`src/rtl/mult_div_unit_pkg.sv`:
```
// Shared encodings for the multiply/divide unit: op codes, FSM states, widths.
package mdu_pkg;
  localparam logic MDU_MULT = 1'b0;
  localparam logic MDU_DIV  = 1'b1;

  localparam int MDU_WIDTH = 32;
  localparam int MDU_CNT_W = $clog2(MDU_WIDTH);

  typedef enum logic [1:0] {
    IDLE   = 2'd0,
    RUN    = 2'd1,
    FINISH = 2'd2,
    DZERO  = 2'd3
  } mdu_state_e;
endpackage

```
`src/rtl/mult_div_unit_if.sv`:
```
// Control-unit <-> multiply/divide unit bus: request side and HI/LO result side.
interface mult_div_unit_if #(parameter int WIDTH = 32);
  logic             start;
  logic             op;
  logic [WIDTH-1:0] a;
  logic [WIDTH-1:0] b;
  logic             busy;
  logic             done;
  logic             div_zero;
  logic [WIDTH-1:0] hi;
  logic [WIDTH-1:0] lo;

  modport master (output start, op, a, b,
                  input  busy, done, div_zero, hi, lo);
  modport slave  (input  start, op, a, b,
                  output busy, done, div_zero, hi, lo);
endinterface

```
`src/rtl/mult_div_unit.sv`:
```
// Iterative signed MULT/DIV with HI/LO registers. Works on magnitudes, one
// product/quotient bit per cycle over a shared accumulator, then fixes signs.
module mult_div_unit
  import mdu_pkg::*;
#(
  parameter int WIDTH = MDU_WIDTH
) (
  input  logic             clk,
  input  logic             rst,
  mult_div_unit_if.slave   bus
);
  localparam int CNT_W = $clog2(WIDTH);
  localparam int AW    = 2*WIDTH + 1;

  mdu_state_e        state, state_nxt;
  logic [CNT_W-1:0]  cnt;
  logic              op_q, neg_q, rneg_q;
  logic [WIDTH:0]    bmag;      // WIDTH+1 bits so |most-negative| is representable
  logic [AW-1:0]     acc, acc_step;
  logic              done_q, dz_q;
  logic [WIDTH-1:0]  hi_q, lo_q;

  logic              accept, last;
  logic [WIDTH-1:0]  amag_in;   // unsigned view: 2^(WIDTH-1) still fits
  logic [WIDTH:0]    bmag_in;
  logic [WIDTH:0]    msum, dsh, ddiff;
  logic              dge;
  logic [2*WIDTH-1:0] prod_s;
  logic [WIDTH-1:0]  quo_s, rem_s;

  assign bus.busy     = (state != IDLE);
  assign bus.done     = done_q;
  assign bus.div_zero = dz_q;
  assign bus.hi       = hi_q;
  assign bus.lo       = lo_q;

  // A start arriving while done is still showing is left for the next cycle.
  assign accept = (state == IDLE) && bus.start && !done_q;
  assign last   = (cnt == CNT_W'(WIDTH-1));

  // Operand magnitudes and per-iteration step/sign-fix arithmetic.
  always_comb begin
    amag_in = bus.a[WIDTH-1] ? (~bus.a + 1'b1) : bus.a;
    bmag_in = bus.b[WIDTH-1] ? (~{1'b1, bus.b} + 1'b1) : {1'b0, bus.b};
    // shift-add: upper half accumulates, multiplier bits shift out of the bottom
    msum    = acc[AW-1:WIDTH] + (acc[0] ? bmag : '0);
    // restoring divide: remainder in the upper half, dividend/quotient below
    dsh     = {acc[2*WIDTH-1:WIDTH], acc[WIDTH-1]};
    dge     = (dsh >= bmag);
    ddiff   = dsh - bmag;
    if (op_q == MDU_DIV) acc_step = {(dge ? ddiff : dsh), acc[WIDTH-2:0], dge};
    else                 acc_step = {1'b0, msum, acc[WIDTH-1:1]};
    prod_s  = neg_q  ? (~acc[2*WIDTH-1:0] + 1'b1)     : acc[2*WIDTH-1:0];
    quo_s   = neg_q  ? (~acc[WIDTH-1:0] + 1'b1)       : acc[WIDTH-1:0];
    rem_s   = rneg_q ? (~acc[2*WIDTH-1:WIDTH] + 1'b1) : acc[2*WIDTH-1:WIDTH];
  end

  // State register.
  always_ff @(posedge clk) begin
    if (rst) state <= IDLE;
    else     state <= state_nxt;
  end

  // Next-state logic.
  always_comb begin
    state_nxt = state;
    case (state)
      IDLE:    if (accept) state_nxt = ((bus.op == MDU_DIV) && (bus.b == '0)) ? DZERO : RUN;
      RUN:     if (last)   state_nxt = FINISH;
      FINISH:  state_nxt = IDLE;
      DZERO:   state_nxt = IDLE;
      default: state_nxt = IDLE;
    endcase
  end

  // Datapath: latch operands, iterate, write HI/LO and pulse done.
  always_ff @(posedge clk) begin
    if (rst) begin
      cnt    <= '0;
      op_q   <= MDU_MULT;
      neg_q  <= 1'b0;
      rneg_q <= 1'b0;
      bmag   <= '0;
      acc    <= '0;
      done_q <= 1'b0;
      dz_q   <= 1'b0;
      hi_q   <= '0;
      lo_q   <= '0;
    end else begin
      done_q <= (state == FINISH) || (state == DZERO);
      dz_q   <= (state == DZERO);
      case (state)
        IDLE: if (accept) begin
          op_q   <= bus.op;
          neg_q  <= bus.a[WIDTH-1] ^ bus.b[WIDTH-1];
          rneg_q <= bus.a[WIDTH-1];
          bmag   <= bmag_in;
          acc    <= {(WIDTH+1)'(0), amag_in};
          cnt    <= '0;
        end
        RUN: begin
          acc <= acc_step;
          cnt <= cnt + 1'b1;
        end
        FINISH: begin
          if (op_q == MDU_DIV) begin
            hi_q <= rem_s;
            lo_q <= quo_s;
          end else begin
            hi_q <= prod_s[2*WIDTH-1:WIDTH];
            lo_q <= prod_s[WIDTH-1:0];
          end
        end
        default: ;
      endcase
    end
  end
endmodule

```
`src/flat_wrapper.sv`:
```
// flat-port wrapper written by rule: the top's interface ports become plain ports
module mult_div_unit_flat import mdu_pkg::*;
#(
  parameter int WIDTH = MDU_WIDTH
)
  (clk, rst, bus_start, bus_op, bus_a, bus_b, bus_busy, bus_done, bus_div_zero, bus_hi, bus_lo);
  mult_div_unit_if #(.WIDTH(WIDTH)) bus_i ();
  input  logic clk;
  input  logic rst;
  input wire logic [$bits(bus_i.start)-1:0] bus_start;
  input wire logic [$bits(bus_i.op)-1:0] bus_op;
  input wire logic [$bits(bus_i.a)-1:0] bus_a;
  input wire logic [$bits(bus_i.b)-1:0] bus_b;
  output wire logic [$bits(bus_i.busy)-1:0] bus_busy;
  output wire logic [$bits(bus_i.done)-1:0] bus_done;
  output wire logic [$bits(bus_i.div_zero)-1:0] bus_div_zero;
  output wire logic [$bits(bus_i.hi)-1:0] bus_hi;
  output wire logic [$bits(bus_i.lo)-1:0] bus_lo;
  assign bus_i.start = bus_start;
  assign bus_i.op = bus_op;
  assign bus_i.a = bus_a;
  assign bus_i.b = bus_b;
  assign bus_busy = bus_i.busy;
  assign bus_done = bus_i.done;
  assign bus_div_zero = bus_i.div_zero;
  assign bus_hi = bus_i.hi;
  assign bus_lo = bus_i.lo;
  mult_div_unit #(.WIDTH(WIDTH)) u_core (.clk(clk), .rst(rst), .bus(bus_i));
endmodule
```
`config.mk`:
```
export PLATFORM = sky130hd
export DESIGN_NAME = mult_div_unit_flat
export DESIGN_NICKNAME = d
export VERILOG_FILES = /design/src/rtl/mult_div_unit_pkg.sv /design/src/rtl/mult_div_unit_if.sv /design/src/rtl/mult_div_unit.sv /design/src/flat_wrapper.sv
export SDC_FILE = /design/constraint.sdc
export NUM_CORES = 1
export LEC_CHECK = 0
export ABC_AREA = 1
export BUFFER_PORTS_ARGS = -buffer_cell sky130_fd_sc_hd__buf_2
export CAP_MARGIN = 20
export CORE_MARGIN = 2
export CORE_UTILIZATION = 35
export DETAILED_ROUTE_END_ITERATION = 10
export MAX_ROUTING_LAYER = met4
export PLACE_DENSITY = 0.51
export SETUP_SLACK_MARGIN = 0.02
export SYNTH_ARGS = -nofsm -noshare
export SYNTH_HDL_FRONTEND = slang
export SYNTH_SLANG_ARGS = --single-unit
```
`constraint.sdc`:
```
create_clock -name clk -period 2.4 [get_ports clk]
set_input_delay 0.48 -clock clk [delete_from_list [all_inputs] [get_ports clk]]
set_output_delay 0.48 -clock clk [all_outputs]
set_load 0.01 [all_outputs]
```
==> flow_summary.ini, run 1 <==
[yosys]
yosysTopAreaCell = dfxtp_1
synth_cells = 3043
yosys-top-cells-count = 897 x nand2_1, 447 x inv_1, 339 x nor2_1
synthTopCellsByArea = dfxtp_1 21%, nand2_1 20%, inv_1 9.9%
syn_area_um2 = 16900
synth.top_cell.area_share_pct = 20.6
synth_seq_cells = 174
synth-edff-count = 0
yosys_warnings = 0
synth_async_sr_flop_share_pct = 0
yosysMostFrequentCell = nand2_1
synth_flop_cell = dfxtp_1
ys_seq_area_share_pct = 20.6
synth_nets = 3184
avgSynthCellArea_um2 = 5.55
yosys.cell_types.count = 52

[setup_path]
timing.rr.start = u_core.acc[0]$_SDFFE_PP0P_
start_kind = flip-flop
cp.arrival_ns = 2.78
reg2reg_depth = 18
crit_fanout = 6
timing.rr.end = u_core.acc[59]$_SDFFE_PP0P_
path_depth = 18
regToRegSetupSlack_ns = 0.06
cp_common_cell = nand2_1
cp-startpoint = u_core.acc[0]$_SDFFE_PP0P_
crit_required_ns = 2.84
cpPeakStageDelay_ns = 0.43
path_delay_family = simple AND/OR/NAND/NOR gates
critPathKind = flip-flop to flip-flop
endpoint = u_core.acc[59]$_SDFFE_PP0P_
cp-end-kind = flip-flop
cpMaxStageDelayCell = dfxtp_4
critPathBufInv = 3
path_cells = clkbuf_16, nand2_1, inv_2, ha_4, buf_4, nand2_2, nand2_4, a21oi_4, nor2_1, nor2_2, nand2_2, nand2_2, nand2_1, nand2_1, nand3_1, nand2_1, nand2_1, a21oi_1

[power]
power_frac_comb_pct = 51.8
vdd_drop_max_uv = 405
power.internal_mw = 7.43
switchingPower_mw = 6.06
power_density_nw_per_um2 = 574
p_leak_nw = 11.8
p_seq_share_pct = 25.1
swShare_pct = 44.9
power_frac_clock_pct = 23.1

[floorplan]
core_um2 = 47700
dieWidth_um = 224
placementRows = 80
die_y_um = 224
die_area_um2 = 50100
start_util_pct = 35.4
io_pins = 135

[place]
dpl_worst_slack_ns = -0.467
dpl.hpwl_um = 63500
gp_congestion = 0.994
dp.cells = 4023
port_buffers = 134

[global_routing]
grt_max_degree = 83
grt_pass1_vias = 19427
grt.total_usage_pct = 32.0
grt_pass1_wl_um = 117000
overflow = 0
antenna_found_initial = 1

[clock_network]
cts-buffers-inserted = 17
clock_sink_count = 174
cts_tree = built
clkTransAtPathRegs_ns = 0.08
ctsLongestPathBuffers = 2
clock_latency_ns = 0.51
htreeDepth = 4
cts_hold_buf = 0
root_buffer = clkbuf_16

[sta]
min_period_ns = 2.34
skew_ns = 0.0169
hold_viol_final = 0
worst_pin_slew_ns = 0.708
fmax_ghz = 0.428
setup_tns_ns = 0
post-route-period-util_pct = 97.5
rsz0062_at_grt = true
fin_ws_ns = 0.0610
setup_viol = 0
drv_slew = 0
relSlewSlack_pct = 52.7

[layout]
fin_util_pct = 49.2
area_growth_pct = 39.1
antenna_cells = 0
nNetsFinal = 3597
final_cells = 4084
fill_cells = 5121
drive_above_1_share_pct = 27.6

[route]
detail_route.vias_per_cell = 5.13
routed_wl_um = 80000
drt-initial-drc-count = 1757
wire_per_inst_um = 19.6
ant_nets = 0
drtPass1Iterations = 5
vias = 20947
drc = 0

[run_status]
outcome = complete, no violations

[hold_path]
worstHoldPathType = input pin to flip-flop

[flow_run]
maxCapViolations = 0
[sequential cells by signal, summed over array words and instances, names as in the netlist, 2 cells and up]
register	count
u_core.state	2
u_core.bmag	33
u_core.bus.hi	32
u_core.acc	65
u_core.cnt	5
u_core.bus.lo	32
[worst register-to-register path, cell delays in order, from the launching register on]
cell       delay (ns)
dfxtp_4          0.43
clkbuf_16        0.19
nand2_1          0.07
inv_2            0.06
ha_4             0.19
buf_4            0.14
nand2_2          0.08
nand2_4          0.06
a21oi_4          0.17
nor2_1           0.07
nor2_2           0.11
nand2_2          0.11
nand2_2          0.12
nand2_1          0.07
nand2_1          0.07
nand3_1          0.06
nand2_1          0.07
nand2_1          0.07
a21oi_1          0.14
[layout by cell type (no fill, tap or decap), types with 5 or more instances in the layout]
cell,instances
nand3_2,21
nor2_1,286
dfxtp_1,149
nand2_1,780
nor2_2,46
a21oi_1,191
o211ai_1,12
nor3_1,28
buf_12,19
dfxtp_2,23
o221ai_1,15
inv_4,6
o21ai_1,19
nand2_2,103
a21oi_2,40
nand2_4,18
clkinv_8,6
nor2_4,22
nor3_4,5
o21ai_0,219
buf_4,341
nand3b_1,12
a31oi_1,31
clkbuf_16,21
ha_1,8
ha_4,62
inv_2,45
buf_6,7
xnor2_1,19
buf_2,134
nand4_1,37
o21bai_1,7
nand3_1,207
xor2_1,60
inv_1,402
[timing repair]
| action | in CTS | in global routing |
|---|---|---|
| endpoints found under the hold margin | 0 | 0 |
| cloned | 1 | 4 |
| setup buffers | 10 | 14 |
| pin swaps | 21 | 90 |
| endpoints found under the setup margin | 39 | 59 |
| gates resized for setup | 130 | 343 |
[cell families after synthesis]
logic type / share of synthesized area [%]
AOI/OAI and AO/OA: 17.7
xor gates and xnor gates: 4.15
adders and majority gates: 5.49
buffers and inverters: 12.9
DFF: 20.6
and+or+nand+nor: 39.1
[layout make-up]
class | count | area (um2) | area share (%)
repair buffers | 507 | 3830 | 16.3
flip-flops and latches | 174 | 3520 | 15.0
clock buffers | 17 | 425 | 1.81
clock inverters | 15 | 214 | 0.910
well taps | 615 | 769 | 3.27
multi-input cells | 2299 | 13000 | 55.3
inverters | 457 | 1740 | 7.38
[stage by stage]
step,power (mW),hold WS [ns],cell area (um2)
floorplan,6.76,0.436,16900
global placement,9.50,0.457,20700
detailed placement,9.52,0.463,20700
CTS,13.0,0.241,22000
global route,14.3,0.261,23500
finish,13.5,0.264,23500
[worst min path at each step]
stage	startpoint	slack (ns)	cells past startpoint	end
after detailed placement	u_core.cnt[4]$_SDFFE_PP0P_	0.46	2	u_core.cnt[4]$_SDFFE_PP0P_
final	bus_op	0.26	3	u_core.state[1]$_SDFFE_PP0P_
after CTS	bus_op	0.24	3	u_core.state[1]$_SDFFE_PP0P_
after floorplan	u_core.cnt[3]$_SDFFE_PP0P_	0.44	1	u_core.cnt[3]$_SDFFE_PP0P_
after global routing	bus_b[1]	0.26	3	u_core.bmag[1]$_SDFFE_PP0P_
after global placement	u_core.cnt[3]$_SDFFE_PP0P_	0.46	1	u_core.cnt[3]$_SDFFE_PP0P_
[per-layer routing]
metal / routed length [um] / GRT usage, % / vias up
met5: 0 / - / -
met4: 2920 / 11.0 / 0
met3: 4700 / 5.93 / 131
met2: 36500 / 50.9 / 629
met1: 35900 / 40.6 / 9612
li1: - / - / 10575
[power groups by stage]
| stage | Combinational [mW] | Sequential, mW | Clock (mW) |
|---|---|---|---|
| after global routing | 7.61 | 3.41 | 3.28 |
| after global placement | 6.10 | 3.40 | 0 |
| after detailed placement | 6.11 | 3.41 | 0 |
| after CTS | 6.44 | 3.36 | 3.17 |
| after floorplan | 3.38 | 3.38 | 0 |
| final | 6.99 | 3.39 | 3.12 |
Power figures use the tool's default switching activity.
==> inputs of run 2 (changes only) <==
--- a/config.mk
+++ b/config.mk
@@ -8,12 +8,14 @@
 export ABC_AREA = 1
 export BUFFER_PORTS_ARGS = -buffer_cell sky130_fd_sc_hd__buf_2
 export CAP_MARGIN = 20
-export CORE_MARGIN = 2
-export CORE_UTILIZATION = 35
+export CELL_PAD_IN_SITES_DETAIL_PLACEMENT = 0
+export CELL_PAD_IN_SITES_GLOBAL_PLACEMENT = 2
+export CORE_UTILIZATION = 29
 export DETAILED_ROUTE_END_ITERATION = 10
 export MAX_ROUTING_LAYER = met4
-export PLACE_DENSITY = 0.51
+export PLACE_DENSITY = 0.77
 export SETUP_SLACK_MARGIN = 0.02
+export SKIP_LAST_GASP = 1
 export SYNTH_ARGS = -nofsm -noshare
 export SYNTH_HDL_FRONTEND = slang
 export SYNTH_SLANG_ARGS = --single-unit
==> run 2 against run 1 <==
Setup slack got worse by 0.020 ns. Sequential share of layout area fell by 0.067 points. Global-route usage fell by 4.6 points. Critical path type unchanged. Total power rose by 0.22%. First-iteration DRC count fell by 6.1%.
==> flow_summary.ini, run 2 (synthesis results as in run 1) <==
[clock_network]
clock_sink_count = 174
clock_latency_ns = 0.51
cts_tree = built
ctsLongestPathBuffers = 2
cts-buffers-inserted = 17
cts_hold_buf = 0
htreeDepth = 4
clkTransAtPathRegs_ns = 0.08
root_buffer = clkbuf_16

[place]
placed_area_um2 = 20800
dpl.hpwl_um = 64600
dpl_worst_slack_ns = -0.202
gp_congestion = 0.972
port_buffers = 134

[sta]
min_period_ns = 2.36
setup_tns_ns = 0
skew_ns = 0.0109
rsz0062_at_grt = true
hold_viol_final = 0
fmax_ghz = 0.424
post-route-period-util_pct = 98.3
worst_pin_slew_ns = 0.903
setup_viol = 0
drv_slew = 0
relSlewSlack_pct = 39.8
fin_ws_ns = 0.0413

[floorplan]
die_area_um2 = 59200
placementRows = 88
dieWidth_um = 243
start_util_pct = 29.3
core_um2 = 57600
die_y_um = 243
io_pins = 135

[route]
drc = 0
ant_nets = 0
wire_per_inst_um = 19.1
detail_route.vias_per_cell = 4.98
drtPass1Iterations = 6
drt-initial-drc-count = 1649
routed_wl_um = 81000
vias = 21155

[layout]
final_area_um2 = 23700
multi_input_comb_area_um2 = 13000
antenna_cells = 0
top_regs = u_core.acc x65, u_core.bmag x33
drive_above_1_share_pct = 28.3
area_growth_pct = 40.2
nNetsFinal = 3613
largest_register_ffs = 65
largest-register = u_core.acc
layout_common_cells = 776 x nand2_1, 401 x inv_1, 363 x buf_4, 289 x nor2_1, 219 x o21ai_0
fill_cells = 6290
final_common_cell = nand2_1
final-seq-area_um2 = 3530
fin_util_pct = 41.1

[power]
p_leak_nw = 11.8
vdd_drop_max_uv = 615
power_density_nw_per_um2 = 571

[global_routing]
grt_pass1_vias = 19429
antenna_found_initial = 0
grt.total_usage_pct = 27.3
overflow = 0
grt_max_degree = 75
grt_pass1_wl_um = 119000

[setup_path]
cp-end-kind = flip-flop
start_kind = flip-flop
critPathBufInv = 3
critPathKind = flip-flop to flip-flop
path_delay_family = simple AND/OR/NAND/NOR gates
crit_required_ns = 2.82
cpMaxStageDelayCell = dfxtp_2
crit_fanout = 3
cp.arrival_ns = 2.78
cp_common_cell = nand2_1
cpPeakStageDelay_ns = 0.33
path_cells = inv_2, ha_4, buf_4, buf_4, nand2_1, nand2_1, nand2_1, nand2_1, a21oi_2, nand4_1, nand2_1, nand2_1, nand3_1, nand3_1, a21oi_1

[run_status]
outcome = complete, no violations

[hold_path]
worstHoldPathType = input pin to flip-flop

[flow_run]
maxCapViolations = 0
[run 2: where the power goes]
part / total, mW / internal, mW / leakage (nW) / switching, mW
clock: 3.04 / 1.50 / 0.298 / 1.54
combinational: 7.08 / 2.77 / 10.1 / 4.32
sequential: 3.39 / 3.13 / 1.43 / 0.265
total: 13.5 / 7.40 / 11.8 / 6.12
[run 2: metrics by stage]
step | power [mW] | hold slack (ns) | cells
5_1_grt | 14.4 | 0.252 | 4250
3_3_place_gp | 9.56 | 0.455 | 4183
3_5_place_dp | 9.54 | 0.465 | 4183
2_1_floorplan | 6.76 | 0.436 | 3043
4_1_cts | 12.9 | 0.238 | 4225
6_report | 13.5 | 0.271 | 4250
[run 2: final timing paths]
| check | slack (ns) | end | startpoint | depth (start not counted) |
|---|---|---|---|---|
| worst max-delay path | 0.04 | u_core.acc[56]$_SDFFE_PP0P_ | u_core.bmag[17]$_SDFFE_PP0P_ | 15 |
| worst max register to register | 0.04 | u_core.acc[56]$_SDFFE_PP0P_ | u_core.bmag[17]$_SDFFE_PP0P_ | 15 |
| worst min register to register | 0.47 | u_core.cnt[4]$_SDFFE_PP0P_ | u_core.cnt[4]$_SDFFE_PP0P_ | 2 |
| worst min-delay path | 0.27 | u_core.state[1]$_SDFFE_PP0P_ | bus_op | 3 |
[run 2: repair_timing]
item                       4_1_cts  5_1_grt
gates resized for setup        108      361
buffers inserted                 7       18
pin swaps                       13       85
setup endpoints to repair       34       44
cloned                           3        7
[run 2: area by class of cell]
class | count | share of cell area, %
well taps | 765 | 4.04
clock buffers | 17 | 1.80
flip-flops and latches | 174 | 14.9
multi-input cells | 2303 | 55.1
repair buffers | 519 | 16.1
clock inverters | 15 | 0.819
inverters | 457 | 7.30
[run 2: worst reg2reg max path, cell delays in order, from the launching register on]
cell,delay [ns]
dfxtp_2,0.33
inv_2,0.12
ha_4,0.24
buf_4,0.15
buf_4,0.13
nand2_1,0.11
nand2_1,0.10
nand2_1,0.07
nand2_1,0.09
a21oi_2,0.28
nand4_1,0.15
nand2_1,0.09
nand2_1,0.07
nand3_1,0.08
nand3_1,0.09
a21oi_1,0.18
[run 2: layer usage]
layer  part of all wire, %  GRT usage (%)  vias to the layer above
met2                    41           38.2                      673
li1                      -              -                    10608
met1                    50           40.7                     9815
met5                     0              -                        -
met4                   1.7           5.85                        0
met3                   6.5           3.95                       59
